### config.mk
export PLATFORM = sky130hd
export DESIGN_NAME = perf_counter_bank
export DESIGN_NICKNAME = d
export VERILOG_FILES = /design/src/rtl/perf_pkg.sv /design/src/rtl/perf_delay_pipe.sv /design/src/rtl/perf_counter_bank.sv
export SDC_FILE = /design/constraint.sdc
export NUM_CORES = 2
export LEC_CHECK = 0
export CORE_MARGIN = 1.5
export CORE_UTILIZATION = 62
export DETAILED_ROUTE_END_ITERATION = 7
export GPL_TIMING_DRIVEN = 0
export HOLD_SLACK_MARGIN = 0.08
export PLACE_DENSITY = 0.84
export SLEW_MARGIN = 20
export SYNTH_ARGS = -nofsm -noshare
export SYNTH_HDL_FRONTEND = slang
export SYNTH_SLANG_ARGS = --single-unit
### constraint.sdc
create_clock -name clk -period 10.32 [get_ports clk]
set_input_delay 3.096 -clock clk [delete_from_list [all_inputs] [get_ports clk]]
set_output_delay 3.096 -clock clk [all_outputs]
set_load 0.02 [all_outputs]
### src/rtl/perf_pkg.sv
// Shared types and helpers for the rasterizer performance counter bank.
package perf_pkg;

  typedef enum logic [2:0] {
    SAMPLE = 3'd0,
    HIT    = 3'd1,
    TRI    = 3'd2,
    CYCLE  = 3'd3,
    IDLE   = 3'd4
  } cnt_idx_t;

  localparam int unsigned NUM_CNT   = 5;
  localparam int unsigned SAT_MAX_W = 64;

  typedef struct packed {
    logic                 ovf;
    logic [SAT_MAX_W-1:0] sum;
  } sat_res_t;

  // Saturating add clamped to w bits (w <= SAT_MAX_W); ovf set when clamped.
  function automatic sat_res_t sat_add(input logic [SAT_MAX_W-1:0] a,
                                       input logic [SAT_MAX_W-1:0] b,
                                       input int unsigned          w);
    logic [SAT_MAX_W:0] full;
    logic [SAT_MAX_W:0] lim;
    sat_res_t           r;
    full = {1'b0, a} + {1'b0, b};
    lim  = ({{SAT_MAX_W{1'b0}}, 1'b1} << w) - {{SAT_MAX_W{1'b0}}, 1'b1};
    if (full > lim) begin
      r.ovf = 1'b1;
      r.sum = lim[SAT_MAX_W-1:0];
    end else begin
      r.ovf = 1'b0;
      r.sum = full[SAT_MAX_W-1:0];
    end
    return r;
  endfunction

endpackage

### src/rtl/perf_delay_pipe.sv
// Synchronous-reset shift register exposing the DEPTH-1 and DEPTH delayed taps.
module perf_delay_pipe #(
  parameter int unsigned WIDTH = 1,
  parameter int unsigned DEPTH = 1
) (
  input  logic             clk,
  input  logic             rst,
  input  logic [WIDTH-1:0] din_i,
  output logic [WIDTH-1:0] tap_a_o,
  output logic [WIDTH-1:0] tap_b_o
);

  logic [WIDTH-1:0] stage_q [DEPTH];

  always_ff @(posedge clk) begin
    if (rst) begin
      for (int i = 0; i < int'(DEPTH); i++) stage_q[i] <= '0;
    end else begin
      stage_q[0] <= din_i;
      for (int i = 1; i < int'(DEPTH); i++) stage_q[i] <= stage_q[i-1];
    end
  end

  assign tap_b_o = stage_q[DEPTH-1];

  // A zero-cycle tap is the live input.
  generate
    if (DEPTH == 1) begin : g_tap_a_live
      assign tap_a_o = din_i;
    end else begin : g_tap_a_reg
      assign tap_a_o = stage_q[DEPTH-2];
    end
  endgenerate

endmodule

### src/rtl/perf_counter_bank.sv
// Saturating rasterizer perf counters with atomic snapshot/readout and windowed hit/sample summary.
module perf_counter_bank
  import perf_pkg::*;
#(
  parameter int unsigned SIGFIG     = 24,
  parameter int unsigned VERTS      = 3,
  parameter int unsigned AXIS       = 3,
  parameter int unsigned LANES      = 2,
  parameter int unsigned PIPE_DEPTH = 3,
  parameter int unsigned CNT_W      = 32,
  parameter int unsigned WIN_CYC    = 100000
) (
  input  logic                                     clk,
  input  logic                                     rst,
  input  logic                                     en,
  input  logic                                     clear,
  input  logic [VERTS-1:0][AXIS-1:0][SIGFIG-1:0]   tri_R16S,
  input  logic                                     validSamp_R16H,
  input  logic [LANES-1:0]                         hit_R18H,
  input  logic                                     snap_req,
  output logic                                     snap_valid,
  input  logic                                     snap_ack,
  input  logic [2:0]                               rd_sel,
  output logic [CNT_W-1:0]                         rd_data,
  output logic [NUM_CNT-1:0]                       ovf,
  output logic                                     win_done,
  output logic [CNT_W-1:0]                         win_samples,
  output logic [CNT_W-1:0]                         win_hits
);

  localparam int unsigned TRI_W = SIGFIG * VERTS * AXIS;
  localparam int unsigned WC_W  = $clog2(WIN_CYC + 1);

  logic             v_d, v_tap_unused;
  logic [TRI_W-1:0] t_a, t_b;

  perf_delay_pipe #(.WIDTH(1), .DEPTH(PIPE_DEPTH)) u_valid_pipe (
    .clk(clk), .rst(rst), .din_i(validSamp_R16H), .tap_a_o(v_tap_unused), .tap_b_o(v_d)
  );

  perf_delay_pipe #(.WIDTH(TRI_W), .DEPTH(PIPE_DEPTH)) u_tri_pipe (
    .clk(clk), .rst(rst), .din_i(tri_R16S), .tap_a_o(t_a), .tap_b_o(t_b)
  );

  logic [CNT_W-1:0]   cnt_q [NUM_CNT];
  logic [CNT_W-1:0]   cnt_d [NUM_CNT];
  logic [CNT_W-1:0]   evt_cnt [NUM_CNT];
  logic [CNT_W-1:0]   inc [NUM_CNT];
  logic [CNT_W-1:0]   shadow_q [NUM_CNT];
  logic [CNT_W-1:0]   shadow_d [NUM_CNT];
  logic [NUM_CNT-1:0] ovf_q, ovf_d;
  logic               snap_valid_q, snap_valid_d;
  logic [CNT_W-1:0]   rd_data_q, rd_data_d;
  logic [WC_W-1:0]    wc_q, wc_d;
  logic [CNT_W-1:0]   win_s_q, win_s_d, win_h_q, win_h_d;
  logic               win_done_q, win_done_d;
  logic [CNT_W-1:0]   win_samples_q, win_samples_d, win_hits_q, win_hits_d;
  logic [CNT_W-1:0]   hit_pop;

  // Next-state: event increments, clear, snapshot capture, readout and window.
  always_comb begin
    sat_res_t res;
    sat_res_t ws;
    sat_res_t wh;
    hit_pop = '0;
    for (int l = 0; l < int'(LANES); l++) hit_pop = hit_pop + CNT_W'(hit_R18H[l]);

    inc         = '{default: '0};
    inc[SAMPLE] = v_d ? CNT_W'(LANES) : '0;
    inc[HIT]    = v_d ? hit_pop : '0;
    inc[TRI]    = CNT_W'(t_a != t_b);
    inc[CYCLE]  = CNT_W'(1);
    inc[IDLE]   = CNT_W'(!v_d);

    ovf_d = ovf_q;
    for (int k = 0; k < int'(NUM_CNT); k++) begin
      res        = sat_add(SAT_MAX_W'(cnt_q[k]), SAT_MAX_W'(inc[k]), CNT_W);
      evt_cnt[k] = en ? CNT_W'(res.sum) : cnt_q[k];
      ovf_d[k]   = ovf_q[k] | (en & res.ovf);
      cnt_d[k]   = clear ? '0 : evt_cnt[k];
    end
    if (clear) ovf_d = '0;

    // Snapshot sees this cycle's events before clear takes effect.
    shadow_d     = shadow_q;
    snap_valid_d = snap_valid_q;
    if (!snap_valid_q && snap_req) begin
      shadow_d     = evt_cnt;
      snap_valid_d = 1'b1;
    end else if (snap_valid_q && snap_ack) begin
      snap_valid_d = 1'b0;
    end
    rd_data_d = (rd_sel < 3'(NUM_CNT)) ? shadow_q[rd_sel] : '0;

    ws            = sat_add(SAT_MAX_W'(win_s_q), SAT_MAX_W'(inc[SAMPLE]), CNT_W);
    wh            = sat_add(SAT_MAX_W'(win_h_q), SAT_MAX_W'(inc[HIT]), CNT_W);
    wc_d          = wc_q;
    win_s_d       = win_s_q;
    win_h_d       = win_h_q;
    win_done_d    = 1'b0;
    win_samples_d = win_samples_q;
    win_hits_d    = win_hits_q;
    if (clear) begin
      wc_d    = '0;
      win_s_d = '0;
      win_h_d = '0;
    end else if (en) begin
      if (wc_q == WC_W'(WIN_CYC - 1)) begin
        win_done_d    = 1'b1;
        win_samples_d = CNT_W'(ws.sum);
        win_hits_d    = CNT_W'(wh.sum);
        wc_d          = '0;
        win_s_d       = '0;
        win_h_d       = '0;
      end else begin
        wc_d    = wc_q + WC_W'(1);
        win_s_d = CNT_W'(ws.sum);
        win_h_d = CNT_W'(wh.sum);
      end
    end
  end

  always_ff @(posedge clk) begin
    if (rst) begin
      cnt_q         <= '{default: '0};
      shadow_q      <= '{default: '0};
      ovf_q         <= '0;
      snap_valid_q  <= 1'b0;
      rd_data_q     <= '0;
      wc_q          <= '0;
      win_s_q       <= '0;
      win_h_q       <= '0;
      win_done_q    <= 1'b0;
      win_samples_q <= '0;
      win_hits_q    <= '0;
    end else begin
      cnt_q         <= cnt_d;
      shadow_q      <= shadow_d;
      ovf_q         <= ovf_d;
      snap_valid_q  <= snap_valid_d;
      rd_data_q     <= rd_data_d;
      wc_q          <= wc_d;
      win_s_q       <= win_s_d;
      win_h_q       <= win_h_d;
      win_done_q    <= win_done_d;
      win_samples_q <= win_samples_d;
      win_hits_q    <= win_hits_d;
    end
  end

  assign snap_valid  = snap_valid_q;
  assign rd_data     = rd_data_q;
  assign ovf         = ovf_q;
  assign win_done    = win_done_q;
  assign win_samples = win_samples_q;
  assign win_hits    = win_hits_q;

endmodule
==> flow_summary.toml <==
[logic_synthesis]
muxShareOfSynthArea_pct = 2.112
synth_area_leader_cell = "dfxtp_1"
ys_top_cells_by_area = "dfxtp_1 (54%), nor2b_1 (9.7%), nor2_1 (4.6%)"
avgSynthCellArea_um2 = 9.634
synthCells = 4447
synth_top_area_share_pct = 53.97
netlist_area_mm2 = 0.04284
synth-seq-area-share_pct = 53.97
ys_types = 78
ys_ff_latch = 1155
yosys.area_share.simple_pct = 24.16
synthAdderAreaFrac_pct = 0.5899
synth_fp_nets = 4694
synthXorXnorAreaFrac_pct = 7.503
async_flop_share_pct = 0
yosys_warnings = 0
synth_top_family_by_area = "simple AND/OR/NAND/NOR gates"
synth-compound-area-share_pct = 8.738
ys.flop_type = "dfxtp_1"
synth_edf_count = 0

[pwr]
combPwrFrac_pct = 6.1
p_leak_nw = 18.88
swShare_pct = 23.39
power_density_mw_per_mm2 = 184.9
p_seq_share_pct = 49.5
switchingPower_mw = 2.206
p_int_mw = 7.225
p_clk_share_pct = 44.4
ir_worst_vdd_mv = 0.1790

[global_route]
grt_usage_pct = 37.09
grt_pass1_vias = 32870
grt_pass1_wl_um = 197900
grt_max_degree = 18
overflow = 0
antenna_found_initial = 6

[die]
rows = 96
start_util_pct = 62.57
core_mm2 = 0.06847
dieArea_mm2 = 0.07069
dieHeight_um = 265.9
fp.dieW_um = 265.9
io_pins = 331

[timing]
worst_slack_ns = 3.250
finalHoldViolCount = 0
finalSetupViolCount = 0
slew_headroom_pct = 19.04
max_freq_mhz = 141.4
finalSetupTns_ns = 0
clock-skew-final_ns = 0.03176
slew_viol_final = 0
layout_min_cycle_time_ns = 7.070
worst_slew_pin_slew_ns = 1.214
fin_crit_sh_pct = 68.51
rsz0062_at_grt = "no"

[routing]
drc_errors = 0
num_vias = 34700
drt_iter0_markers = 3786
first_pass_iters = 6
routed_wirelength_um = 133700
wl_per_cell_um = 22.84
avgViaCountPerCell = 5.927
antenna_left = 0

[finish]
drive_above_1_share_pct = 5.492
nets = 5129
n_fill_cell = 4791
multiInputGateArea_mm2 = 0.01847
regArea_mm2 = 0.02312
area_growth_pct = 19.06

[clocking]
cts.clk_slew.worst_paths_ns = 0.07
root_buffer = "clkbuf_16"
worstSkewPairLatency_ns = 0.71
post_cts_buffers = 0
clockBufferDepth = 3
cts_hold_buf = 0
htree_levels = 3
numCtsBuffers = 107
cts_tree = "built"
cts-resized-gates = 0
clock_sinks = 1155

[setup_path]
cp.arrival_ns = 7.60
worstSetupPathType = "input pin to flip-flop"
r2r-start = "u_tri_pipe.stage_q[0][321]"
crit_start = "en"
critPathRequiredTime_ns = 10.85
cp-start-kind = "input pin"
crit_fanout = 10
crit_path_end_kind = "flip-flop"

[status]
status = "finished, final reports clean"

[place]
gp_routability_congestion = 1.024
pre_cts_slack_ns = 2.984
portBuffers = 326
place.detailed.hpwl_um = 97670

[hold_path]
min_path_type = "flip-flop to flip-flop"
holdCritStartpoint = "u_tri_pipe.stage_q[0][24]"

[flow_run]
cap_violations = 0
[layout make-up]
class / instances / area share, %
plain buffers: 287 / 2.205
diodes: 1 / 0.004906
clock inverters: 49 / 1.472
repair buffers: 326 / 6.397
flip-flops and latches: 1155 / 45.33
inverters: 35 / 0.2576
well taps: 882 / 2.164
multi-input cells: 2970 / 36.22
clock buffers: 149 / 5.951
[synthesized netlist by cell type (54+ instances only)]
library cell and count:
nor4_1 59, nor3_1 78, and3_1 54, nor2_1 525
dfxtp_1 1155, xnor2_1 189, xor2_1 178, clkbuf_1 246
nand4_1 97, o21ai_0 90, nor2b_1 661, nand3_1 133
nand2_1 229, a211oi_1 102, a21oi_1 162
[final timing paths]
kind | endpoint | slack (ns) | cells past startpoint
setup / recovery | win_h_q[15] | 3.25 | 7
setup reg to reg | shadow_q[73] | 5.29 | 15
hold / removal | u_tri_pipe.stage_q[0][240] | 0.43 | 1
hold reg to reg | u_tri_pipe.stage_q[0][240] | 0.43 | 1
[placed cells by master (no fill, tap or decap), drive strengths merged, types with 102 or more instances in the layout]
cell type,netlist,layout
clkbuf,246,395
a21oi,163,163
a211oi,102,102
nand3,134,134
nor2,525,525
xor2,178,178
dfxtp,1155,1155
nand2,230,230
xnor2,189,189
nor2b,661,661
clkdlybuf4s50,0,326
[logic make-up (layout without fill, tap and decap cells)]
logic type | after synthesis | after routing
compound gates | 570 | 570
xor+xnor | 367 | 367
fa+ha+maj | 19 | 19
buf+inv | 322 | 846
flops | 1155 | 1155
mux | 50 | 50
other cells | 0 | 1
simple gates | 1964 | 1964
[worst max-delay path: stages]
cell and delay, ns:
clkbuf_1 0.43, clkbuf_1 0.83, clkbuf_1 0.97, clkbuf_1 0.86
clkbuf_1 0.66, clkbuf_1 0.58, a21oi_1 0.15
[layer usage]
layer / GRT usage, % / part of all wire (%) / vias to the layer above / routed length [µm]
met4: 18.03 / 5.3 / 6 / 7140
met1: 49.73 / 41 / 16650 / 54590
met5: 0 / 0.034 / - / 46
li1: - / - / 15900 / -
met2: 57.52 / 45 / 1755 / 59490
met3: 7.375 / 9.3 / 387 / 12420
[power groups by stage]
stage,clock [mW],sequential [mW],combinational [mW]
2_1_floorplan,0,4.73,0.288
3_5_place_dp,0,4.76,0.551
4_1_cts,4.18,4.67,0.559
3_3_place_gp,0,4.76,0.542
5_1_grt,4.37,4.67,0.599
6_report,4.19,4.67,0.573
[sequential cells by signal, indices dropped and copies added, names as in the netlist]
name	count
rd_data	32
snap_valid	1
win_s_q	32
wc_q	17
cnt_q	160
u_valid_pipe.stage_q	3
ovf	5
win_h_q	32
win_hits	32
shadow_q	160
u_tri_pipe.stage_q	648
win_done	1
win_samples	32
[metrics by stage]
| step | power [mW] | hold slack (ns) | instances | area, µm² | utilization, % |
|---|---|---|---|---|---|
| final | 9.431 | 0.4257 | 5854 | 51010 | 74.50 |
| after global routing | 9.644 | 0.4362 | 5853 | 51000 | 74.50 |
| after CTS | 9.410 | 0.4273 | 5853 | 51000 | 74.48 |
| after detailed placement | 5.314 | 0.4204 | 5655 | 47210 | 68.95 |
| after global placement | 5.300 | 0.4162 | 5655 | 47210 | 68.95 |
| after floorplan | 5.022 | 0.4138 | 4447 | 42840 | - |
Power figures use the tool's default switching activity.
